**config.mk**
```make
export PLATFORM = sky130hd
export DESIGN_NAME = mesh_edge_reflector
export DESIGN_NICKNAME = d
export VERILOG_FILES = /design/src/rtl/mesh_pkg.sv /design/src/rtl/edge_fifo.sv /design/src/rtl/mesh_edge_reflector.sv
export SDC_FILE = /design/constraint.sdc
export NUM_CORES = 1
export LEC_CHECK = 0
export ABC_AREA = 1
export CAP_MARGIN = 40
export CORE_MARGIN = 2
export CORE_UTILIZATION = 25
export DETAILED_ROUTE_END_ITERATION = 10
export HOLD_SLACK_MARGIN = 0.03
export SYNTH_ARGS = -nofsm -noshare
export SYNTH_HDL_FRONTEND = slang
export SYNTH_HIERARCHICAL = 1
export SYNTH_SLANG_ARGS = --single-unit
```
**constraint.sdc**
```tcl
create_clock -name clk -period 8.6 [get_ports clk]
set_input_delay 0.86 -clock clk [delete_from_list [all_inputs] [get_ports clk]]
set_output_delay 0.86 -clock clk [all_outputs]
set_load 0.02 [all_outputs]
```
**src/rtl/mesh_pkg.sv**
```systemverilog
// Shared mesh definitions: packet field positions, coordinate width, edge FSM states.
package mesh_pkg;

  localparam int unsigned PKT_W         = 64;
  localparam int unsigned COORD_W       = 4;

  localparam int unsigned PKT_VC        = 63;
  localparam int unsigned PKT_RSVD_HI   = 62;
  localparam int unsigned PKT_RSVD_LO   = 56;
  localparam int unsigned PKT_SRC_X_HI  = 55;
  localparam int unsigned PKT_SRC_X_LO  = 52;
  localparam int unsigned PKT_SRC_Y_HI  = 51;
  localparam int unsigned PKT_SRC_Y_LO  = 48;
  localparam int unsigned PKT_DST_X_HI  = 47;
  localparam int unsigned PKT_DST_X_LO  = 44;
  localparam int unsigned PKT_DST_Y_HI  = 43;
  localparam int unsigned PKT_DST_Y_LO  = 40;
  localparam int unsigned PKT_PAY_HI    = 39;
  localparam int unsigned PKT_PAY_LO    = 0;

  typedef enum logic {
    ST_RUN   = 1'b0,
    ST_DRAIN = 1'b1
  } edge_state_e;

  // Send a packet back where it came from: old source becomes destination,
  // this endpoint becomes source; vc, rsvd and payload pass through.
  function automatic logic [PKT_W-1:0] reflect_pkt(input logic [PKT_W-1:0] pkt,
                                                   input logic [COORD_W-1:0] my_x,
                                                   input logic [COORD_W-1:0] my_y);
    logic [PKT_W-1:0] r;
    r = pkt;
    r[PKT_SRC_X_HI:PKT_SRC_X_LO] = my_x;
    r[PKT_SRC_Y_HI:PKT_SRC_Y_LO] = my_y;
    r[PKT_DST_X_HI:PKT_DST_X_LO] = pkt[PKT_SRC_X_HI:PKT_SRC_X_LO];
    r[PKT_DST_Y_HI:PKT_DST_Y_LO] = pkt[PKT_SRC_Y_HI:PKT_SRC_Y_LO];
    return r;
  endfunction

endpackage

```
**src/rtl/edge_fifo.sv**
```systemverilog
// Synchronous DEPTH x W FIFO with wrapping pointers and a separate occupancy count.
module edge_fifo #(
  parameter int unsigned DEPTH = 4,
  parameter int unsigned AW    = 2,
  parameter int unsigned W     = 64
) (
  input  logic          clk,
  input  logic          reset,
  input  logic          push_i,
  input  logic          pop_i,
  input  logic [W-1:0]  din_i,
  output logic [W-1:0]  head_o,
  output logic [AW:0]   count_o,
  output logic          full_o,
  output logic          empty_o
);

  localparam int unsigned CW = AW + 1;

  logic [W-1:0]  mem_q [DEPTH];
  logic [AW-1:0] wr_ptr_q;
  logic [AW-1:0] rd_ptr_q;
  logic [CW-1:0] count_q;
  logic          do_push;
  logic          do_pop;

  assign full_o  = (count_q == CW'(DEPTH));
  assign empty_o = (count_q == '0);
  assign do_push = push_i && !full_o;
  assign do_pop  = pop_i && !empty_o;
  assign head_o  = mem_q[rd_ptr_q];
  assign count_o = count_q;

  // Pointer and occupancy tracking; pointers wrap naturally at DEPTH.
  always_ff @(posedge clk) begin
    if (reset) begin
      wr_ptr_q <= '0;
      rd_ptr_q <= '0;
      count_q  <= '0;
    end else begin
      if (do_push) wr_ptr_q <= wr_ptr_q + AW'(1);
      if (do_pop)  rd_ptr_q <= rd_ptr_q + AW'(1);
      count_q <= count_q + CW'(do_push) - CW'(do_pop);
    end
  end

  // Storage array; contents are don't-care until written.
  always_ff @(posedge clk) begin
    if (do_push) mem_q[wr_ptr_q] <= din_i;
  end

endmodule

```
**src/rtl/mesh_edge_reflector.sv**
```systemverilog
// Edge endpoint: accepts off-edge packets, optionally reflects them back into the mesh.
module mesh_edge_reflector
  import mesh_pkg::*;
#(
  parameter int unsigned        DEPTH = 4,
  parameter int unsigned        AW    = 2,
  parameter logic [COORD_W-1:0] MY_X  = 4'd0,
  parameter logic [COORD_W-1:0] MY_Y  = 4'hF
) (
  input  logic             clk,
  input  logic             reset,
  input  logic             snso,
  input  logic [PKT_W-1:0] sndo,
  output logic             snro,
  output logic             nssi,
  output logic [PKT_W-1:0] nsdi,
  input  logic             nsri,
  input  logic             mode,
  input  logic             flush,
  output logic             busy,
  output logic [15:0]      rx_cnt,
  output logic [15:0]      tx_cnt
);

  localparam int unsigned CW = AW + 1;

  edge_state_e      state_q, state_d;
  logic             snro_q, snro_d;
  logic             nssi_q, nssi_d;
  logic             busy_q, busy_d;
  logic [15:0]      rx_cnt_q, rx_cnt_d;
  logic [15:0]      tx_cnt_q, tx_cnt_d;
  logic [CW-1:0]    count_d;

  logic             accept;
  logic             push_fifo;
  logic             pop;
  logic [PKT_W-1:0] head;
  logic [CW-1:0]    count;
  logic             full;
  logic             empty;

  assign accept    = snso && snro_q && !full;
  assign push_fifo = accept && !mode;
  assign pop       = nssi_q && nsri;

  edge_fifo #(
    .DEPTH (DEPTH),
    .AW    (AW),
    .W     (PKT_W)
  ) u_fifo (
    .clk     (clk),
    .reset   (reset),
    .push_i  (push_fifo),
    .pop_i   (pop),
    .din_i   (reflect_pkt(sndo, MY_X, MY_Y)),
    .head_o  (head),
    .count_o (count),
    .full_o  (full),
    .empty_o (empty)
  );

  // Next-state: RUN/DRAIN transitions and look-ahead of the registered handshake outputs.
  always_comb begin
    state_d  = state_q;
    count_d  = count + CW'(push_fifo) - CW'(pop);
    rx_cnt_d = rx_cnt_q + 16'(accept);
    tx_cnt_d = tx_cnt_q + 16'(pop);
    if (state_q == ST_RUN) begin
      if (flush) state_d = ST_DRAIN;
    end else begin
      if ((count == '0) && !flush) state_d = ST_RUN;
    end
    snro_d = (state_d == ST_RUN) && (count_d < CW'(DEPTH));
    nssi_d = (count_d != '0);
    busy_d = nssi_d || (state_d == ST_DRAIN);
  end

  // State and output registers.
  always_ff @(posedge clk) begin
    if (reset) begin
      state_q  <= ST_RUN;
      snro_q   <= 1'b0;
      nssi_q   <= 1'b0;
      busy_q   <= 1'b0;
      rx_cnt_q <= '0;
      tx_cnt_q <= '0;
    end else begin
      state_q  <= state_d;
      snro_q   <= snro_d;
      nssi_q   <= nssi_d;
      busy_q   <= busy_d;
      rx_cnt_q <= rx_cnt_d;
      tx_cnt_q <= tx_cnt_d;
    end
  end

  assign snro   = snro_q;
  assign nssi   = nssi_q;
  assign nsdi   = empty ? '0 : head;
  assign busy   = busy_q;
  assign rx_cnt = rx_cnt_q;
  assign tx_cnt = tx_cnt_q;

endmodule

```
==> results of run 1 <==
power groups by stage:
stage | Sequential, mW | Combinational [mW] | Clock, mW
after floorplan | 1.66 | 0.216 | 0
after global placement | 1.66 | 0.423 | 0
after detailed placement | 1.66 | 0.433 | 0
after CTS | 1.63 | 0.435 | 1.46
after global routing | 1.63 | 0.470 | 1.52
final | 1.63 | 0.423 | 1.41
worst max-delay path, delay by kind of cell, from the launching register on:
family,cells,cell delay [ns]
compound gates,1,0.20
flops,1,0.45
buf+inv,4,1.99
simple gates,2,0.24
through the flow:
| step | power, mW | instances | setup WS (ns) |
|---|---|---|---|
| after global placement | 2.08 | 1915 | 4.69 |
| after global routing | 3.61 | 1980 | 3.95 |
| after floorplan | 1.88 | 1132 | 3.71 |
| after detailed placement | 2.09 | 1919 | 4.67 |
| after CTS | 3.53 | 1980 | 4.13 |
| final | 3.46 | 1981 | 4.26 |
area by class of cell:
type	instances	area, µm²	share of cell area [%]
Antenna cell	1	2.50	0.0158
Clock buffer	39	891	5.62
Clock inverter	22	194	1.22
Inverter	137	518	3.27
Multi-Input combinational cell	643	3040	19.2
Sequential cell	301	8590	54.2
Tap cell	664	831	5.24
Timing Repair Buffer	174	1790	11.3
state kept, by name, summed over array words and instances, names as in the netlist, named ones only:
signal / cells
busy: 1
nssi: 1
u_fifo/wr_ptr_q: 2
snro: 1
state_q: 1
tx_cnt: 16
rx_cnt: 16
u_fifo/mem_q: 256
u_fifo/rd_ptr_q: 2
u_fifo/count_o: 3
per-layer routing:
| metal | vias to the layer above | GRT usage (%) | wire length [µm] |
|---|---|---|---|
| li1 | 4103 | - | - |
| met4 | 2 | 3.05 | 553 |
| met2 | 175 | 19.5 | 13900 |
| met5 | - | 0 | 13 |
| met1 | 3946 | 14.3 | 13100 |
| met3 | 42 | 4.31 | 2250 |
worst max path at each step:
stage	endpoint	slack, ns	cells past startpoint
after floorplan	u_fifo/mem_q[0][0]$_DFFE_PP_	3.71	3
after global placement	u_fifo/mem_q[3][43]$_DFFE_PP_	4.69	7
after detailed placement	u_fifo/mem_q[1][47]$_DFFE_PP_	4.67	7
after CTS	nsdi[0]	4.13	7
after global routing	nsdi[63]	3.95	7
final	nsdi[55]	4.26	7
kinds of logic (layout without fill, tap and decap cells):
| kind of cell | Yosys count | after routing |
|---|---|---|
| buffers and inverters | 188 | 372 |
| adder cells (fa/ha/maj) | 14 | 14 |
| AND/OR/NAND/NOR | 370 | 370 |
| AO/OA/AOI/OAI | 222 | 222 |
| other | 2 | 33 |
| flip-flops | 301 | 301 |
| XOR/XNOR | 5 | 5 |
cell usage after synthesis:
master / count
fa_1: 2
a21oi_1: 19
o21bai_1: 1
inv_2: 2
clkinv_2: 1
o21a_1: 2
nor3_1: 4
nand3_2: 1
clkbuf_1: 20
buf_2: 4
clkinv_1: 1
buf_4: 6
o21ai_1: 56
xor2_1: 4
buf_6: 13
nand2_1: 83
nor4_1: 1
conb_1: 2
inv_1: 133
xnor2_1: 1
o21ai_0: 80
nor2_1: 258
o22ai_1: 64
nor2_4: 3
buf_1: 5
nor2_2: 1
clkbuf_2: 3
edfxtp_1: 256
ha_1: 12
dfxtp_1: 45
nand3_1: 15
nand2_2: 4
cells in the final DEF, fill, tap and decap left out, drive strengths merged, types with 2 or more instances in the layout:
cell           count
xor2               4
nand2             87
o21a               2
ha                12
dfxtp             45
clkbuf            39
o21ai            136
nor3               4
buf               14
o22ai             64
fa                 2
clkdlybuf4s50    160
clkinv            14
a21oi             19
nor2             262
bufinv             3
clkinvlp           4
nand3             16
inv              138
conb              32
edfxtp           256
==> impl_metrics.json, run 1 <==
{
  "cts_hold_buffers": 0,
  "final_core_util_pct": 32.5,
  "worst_setup_path_end_kind": "output pin",
  "ios": 169,
  "critPathSlowestCell": "buf_4",
  "fin_tns_setup_ns": 0,
  "seq_power_share_pct": 47.0,
  "grt_overflow": 0,
  "p_clk_share_pct": 40.8,
  "synth_cell_type_count": 32,
  "yosysTopAreaCell": "edfxtp_1",
  "synth_area_leaders": "edfxtp_1 62%, nor2_1 7.9%, dfxtp_1 7.3%, inv_1 4.1%, o21ai_0 3.2%",
  "core_mm2": 0.0487,
  "cts_resized": 0,
  "path_clk_slew_ns": 0.06,
  "syn2layout_area_growth_pct": 28.7,
  "grt_antenna_before_repair": 1,
  "die_area_mm2": 0.0511,
  "cp_common_cell": "nor2_1",
  "clock_sinks": 301,
  "cts_tree": "built",
  "r2r-start": "u_fifo/count_o[1]$_SDFF_PP0_",
  "grt_max_degree": 79,
  "vias": 8268,
  "grtUsageTotal_pct": 11.7,
  "yosys.area_share.simple_pct": 11.8,
  "crit_type": "flip-flop to output pin",
  "placed_cell_area_mm2": 0.0148,
  "reg2regPathDepth": 8,
  "cts_setup_buffers": 0,
  "clock_path_buffers": 3,
  "gp_congestion": 0.792,
  "drc": 0,
  "portBuffers": 160,
  "grt_pass1_vias": 8015,
  "min_from": "rx_cnt[10]$_SDFF_PP0_",
  "synth_top_area_share_pct": 62.4,
  "max_cap_viol_count": 0,
  "reg2reg_setup_slack_ns": 5.22,
  "setup_viol": 0,
  "pwr-share-comb_pct": 12.2,
  "rsz0062_at_grt": "no",
  "ir_drop_mv": 0.133,
  "fin_nets": 1375,
  "final_cell_area_mm2": 0.0159,
  "slew_viol_final": 0,
  "vias_per_cell": 4.17,
  "core.rowCount": 81,
  "power_density_mw_per_mm2": 218,
  "routed_wl_um": 29800,
  "crit_arrival_ns": 3.48,
  "yosysWarnings": 6,
  "power.leakage_nw": 5.68,
  "drive_gt1_share_pct": 6.31,
  "synthCells": 1102,
  "n_fill_cell": 4952,
  "r2r-end": "u_fifo/mem_q[1][43]$_DFFE_PP_",
  "worst_slew_pin_slew_ns": 0.853,
  "ys_ff_latch": 301,
  "synth_fa_ha_area_share_pct": 1.54,
  "synth_compound_area_share_pct": 9.73,
  "p_int_mw": 2.62,
  "cp-start-kind": "flip-flop",
  "swShare_pct": 24.2,
  "insertion_delay_ns": 0.52,
  "clock_skew_ns": 0.0104,
  "whs_endpoint": "rx_cnt[10]$_SDFF_PP0_",
  "synth.area.mux_share_pct": 0,
  "min_path_cells": 2,
  "layout_min_cycle_time_ns": 4.34,
  "slew_headroom_pct": 43.1,
  "initial_core_util_pct": 25.3,
  "hold_class": "flip-flop to flip-flop",
  "die_h_um": 226,
  "yosysSeqAreaShare_pct": 69.7,
  "die_w_um": 226,
  "whs_ns": 0.471,
  "antenna_left": 0,
  "p_switching_mw": 0.839,
  "cts_root_buf": "clkbuf_16",
  "place_hpwl_um": 17000,
  "finalCritPeriodShare_pct": 50.5,
  "crit_chain": "inv_4 -> buf_4 -> nor2_1 -> o22ai_1 -> inv_1 -> nor2_1 -> clkdlybuf4s50_1",
  "synth.avg_cell_area_um2": 11.2,
  "max_stage_delay_ns": 0.76,
  "grt_pass1_wl_um": 45500,
  "drt_pass1_iterations": 4,
  "cts_buffers": 34,
  "wl_per_cell_um": 15.0,
  "synth_top_family_by_area": "simple AND/OR/NAND/NOR gates",
  "status": "complete, no violations",
  "hold_viol": 0,
  "drt_iter0_markers": 460,
  "cts_max_level": 2,
  "synthXorXnorAreaFrac_pct": 0.355,
  "syn_area_mm2": 0.0123,
  "cp_max_fo": 72,
  "required_ns": 7.74,
  "maxClockFrequency_mhz": 230
}
(Power assumes the default switching activity.)
==> run 2: changes to the inputs <==
==> constraint.sdc (replaced) <==
create_clock -name clk -period 3.55 [get_ports clk]
set_input_delay 0.355 -clock clk [delete_from_list [all_inputs] [get_ports clk]]
set_output_delay 0.355 -clock clk [all_outputs]
set_load 0.02 [all_outputs]
==> impl_metrics.json, run 2 (synthesized netlist as in run 1, its figures left out) <==
{
  "multiInputGateArea_mm2": 0.00304,
  "fin_nets": 1386,
  "cts_setup_buffers": 0,
  "cts_root_buf": "clkbuf_16",
  "drc": 0,
  "antenna_left": 0,
  "core.rowCount": 81,
  "path_clk_slew_ns": 0.06,
  "max_cap_viol_count": 0,
  "crit_chain": "nor2_1 -> nand2_1 -> inv_2 -> buf_4 -> nor2_1 -> clkdlybuf4s50_1",
  "reg2regPathDepth": 12,
  "grt_max_degree": 69,
  "grt_pass1_wl_um": 43800,
  "clock_path_buffers": 3,
  "n_fill_cell": 4914,
  "die_h_um": 226,
  "crit_arrival_ns": 2.75,
  "slew_viol_final": 0,
  "grt_pass1_vias": 8076,
  "status": "complete, no violations",
  "gp_congestion": 0.811,
  "wl_per_cell_um": 14.4,
  "insertion_delay_ns": 0.53,
  "crit_type": "flip-flop to output pin",
  "min_path_cells": 1,
  "hold_class": "input pin to flip-flop",
  "die_area_mm2": 0.0511,
  "slew_headroom_pct": 54.9,
  "grtUsageTotal_pct": 11.3,
  "max_stage_delay_ns": 0.55,
  "final_cell_area_mm2": 0.0159,
  "cp_common_cell": "nor2_1",
  "crit_start": "u_fifo/count_o[1]$_SDFF_PP0_",
  "drive_gt1_share_pct": 6.89,
  "syn2layout_area_growth_pct": 28.8,
  "setup_viol": 0,
  "largest_reg_flops": 256,
  "cts_buffers": 34,
  "drt_iter0_markers": 429,
  "cts_tree": "built",
  "instances_no_fill": 1985,
  "r2r-end": "u_fifo/count_o[2]$_SDFF_PP0_",
  "vias": 8288,
  "worst_setup_path_end_kind": "output pin",
  "grt_overflow": 0,
  "path_delay_family": "buffers and inverters",
  "cts_max_level": 2,
  "routed_wl_um": 28700,
  "ios": 169,
  "placed_cell_area_mm2": 0.0148,
  "required_ns": 3.19,
  "cts_resized": 0,
  "ir_drop_mv": 0.221,
  "rsz0062_at_grt": "no",
  "cts_hold_buffers": 0,
  "ff_latch_area_mm2": 0.00860,
  "largest-register": "u_fifo/mem_q",
  "power.leakage_nw": 5.71,
  "critPathSlowestCell": "clkdlybuf4s50_1",
  "core_mm2": 0.0487,
  "die_w_um": 226,
  "maxClockFrequency_mhz": 322,
  "initial_core_util_pct": 25.3,
  "min_from": "sndo[22]",
  "vias_per_cell": 4.18,
  "n_antenna_cell": 0,
  "clock_skew_ns": 0.0152,
  "place_hpwl_um": 17100,
  "hold_viol": 0,
  "final_cell_mix": "256 x edfxtp_1, 254 x nor2_1, 160 x clkdlybuf4s50_1, 132 x inv_1, 83 x nand2_1",
  "reg2reg_setup_slack_ns": 0.63,
  "final_common_cell": "edfxtp_1",
  "dp_cells": 1930,
  "finalCritPeriodShare_pct": 87.5,
  "cp_max_fo": 28,
  "drt_pass1_iterations": 4,
  "clock_sinks": 301,
  "r2r-start": "u_fifo/count_o[1]$_SDFF_PP0_",
  "worst-path-buf-inv": 3,
  "cp-start-kind": "flip-flop",
  "layout_min_cycle_time_ns": 3.11,
  "portBuffers": 160,
  "grt_antenna_before_repair": 1,
  "whs_endpoint": "u_fifo/mem_q[0][22]$_DFFE_PP_",
  "power_density_mw_per_mm2": 517,
  "worst_slew_pin_slew_ns": 0.677
}
## run 2: how the worst max path moves through the flow
stage / endpoint / depth (start not counted)
after global placement: nsdi[6] / 6
after CTS: nsdi[6] / 6
final: nsdi[30] / 6
after detailed placement: u_fifo/count_o[2]$_SDFF_PP0_ / 12
after global routing: nsdi[24] / 6
after floorplan: u_fifo/mem_q[0][0]$_DFFE_PP_ / 6
## run 2: where the power goes
part           total [mW]  internal (mW)  leakage (nW)  switching (mW)
registers            3.93           3.90          2.67          0.0291
clock network        3.23           1.89         0.498            1.34
logic                1.03          0.432          2.54           0.602
total                8.20           6.23          5.71            1.97
## run 2: through the flow
step | worst slack [ns] | setup TNS, ns | util (%) | power [mW] | hold slack (ns)
floorplan | -0.233 | -59.76 | - | 4.55 | 0.426
global placement | 0.699 | 0 | 30.5 | 5.05 | 0.464
detailed placement | 0.641 | 0 | 30.5 | 5.06 | 0.482
CTS | 0.0821 | 0 | 32.5 | 8.36 | 0.424
global route | 0.130 | 0 | 32.5 | 8.56 | 0.436
finish | 0.442 | 0 | 32.5 | 8.20 | 0.466
## run 2: routing by layer
metal	global-route usage, %	vias to the layer above	wire length (µm)
met2	18.3	188	13100
met3	4.03	49	2190
met1	13.8	3939	12700
li1	-	4110	-
met5	0	-	16
met4	3.74	2	651
## run 2: cell type report
type,count,share of cell area [%]
Clock buffer,42,5.75
Timing Repair Buffer,185,11.8
Inverter,137,3.27
Clock inverter,13,0.655
Sequential cell,301,54.2
Multi-Input combinational cell,643,19.2
Tap cell,664,5.24
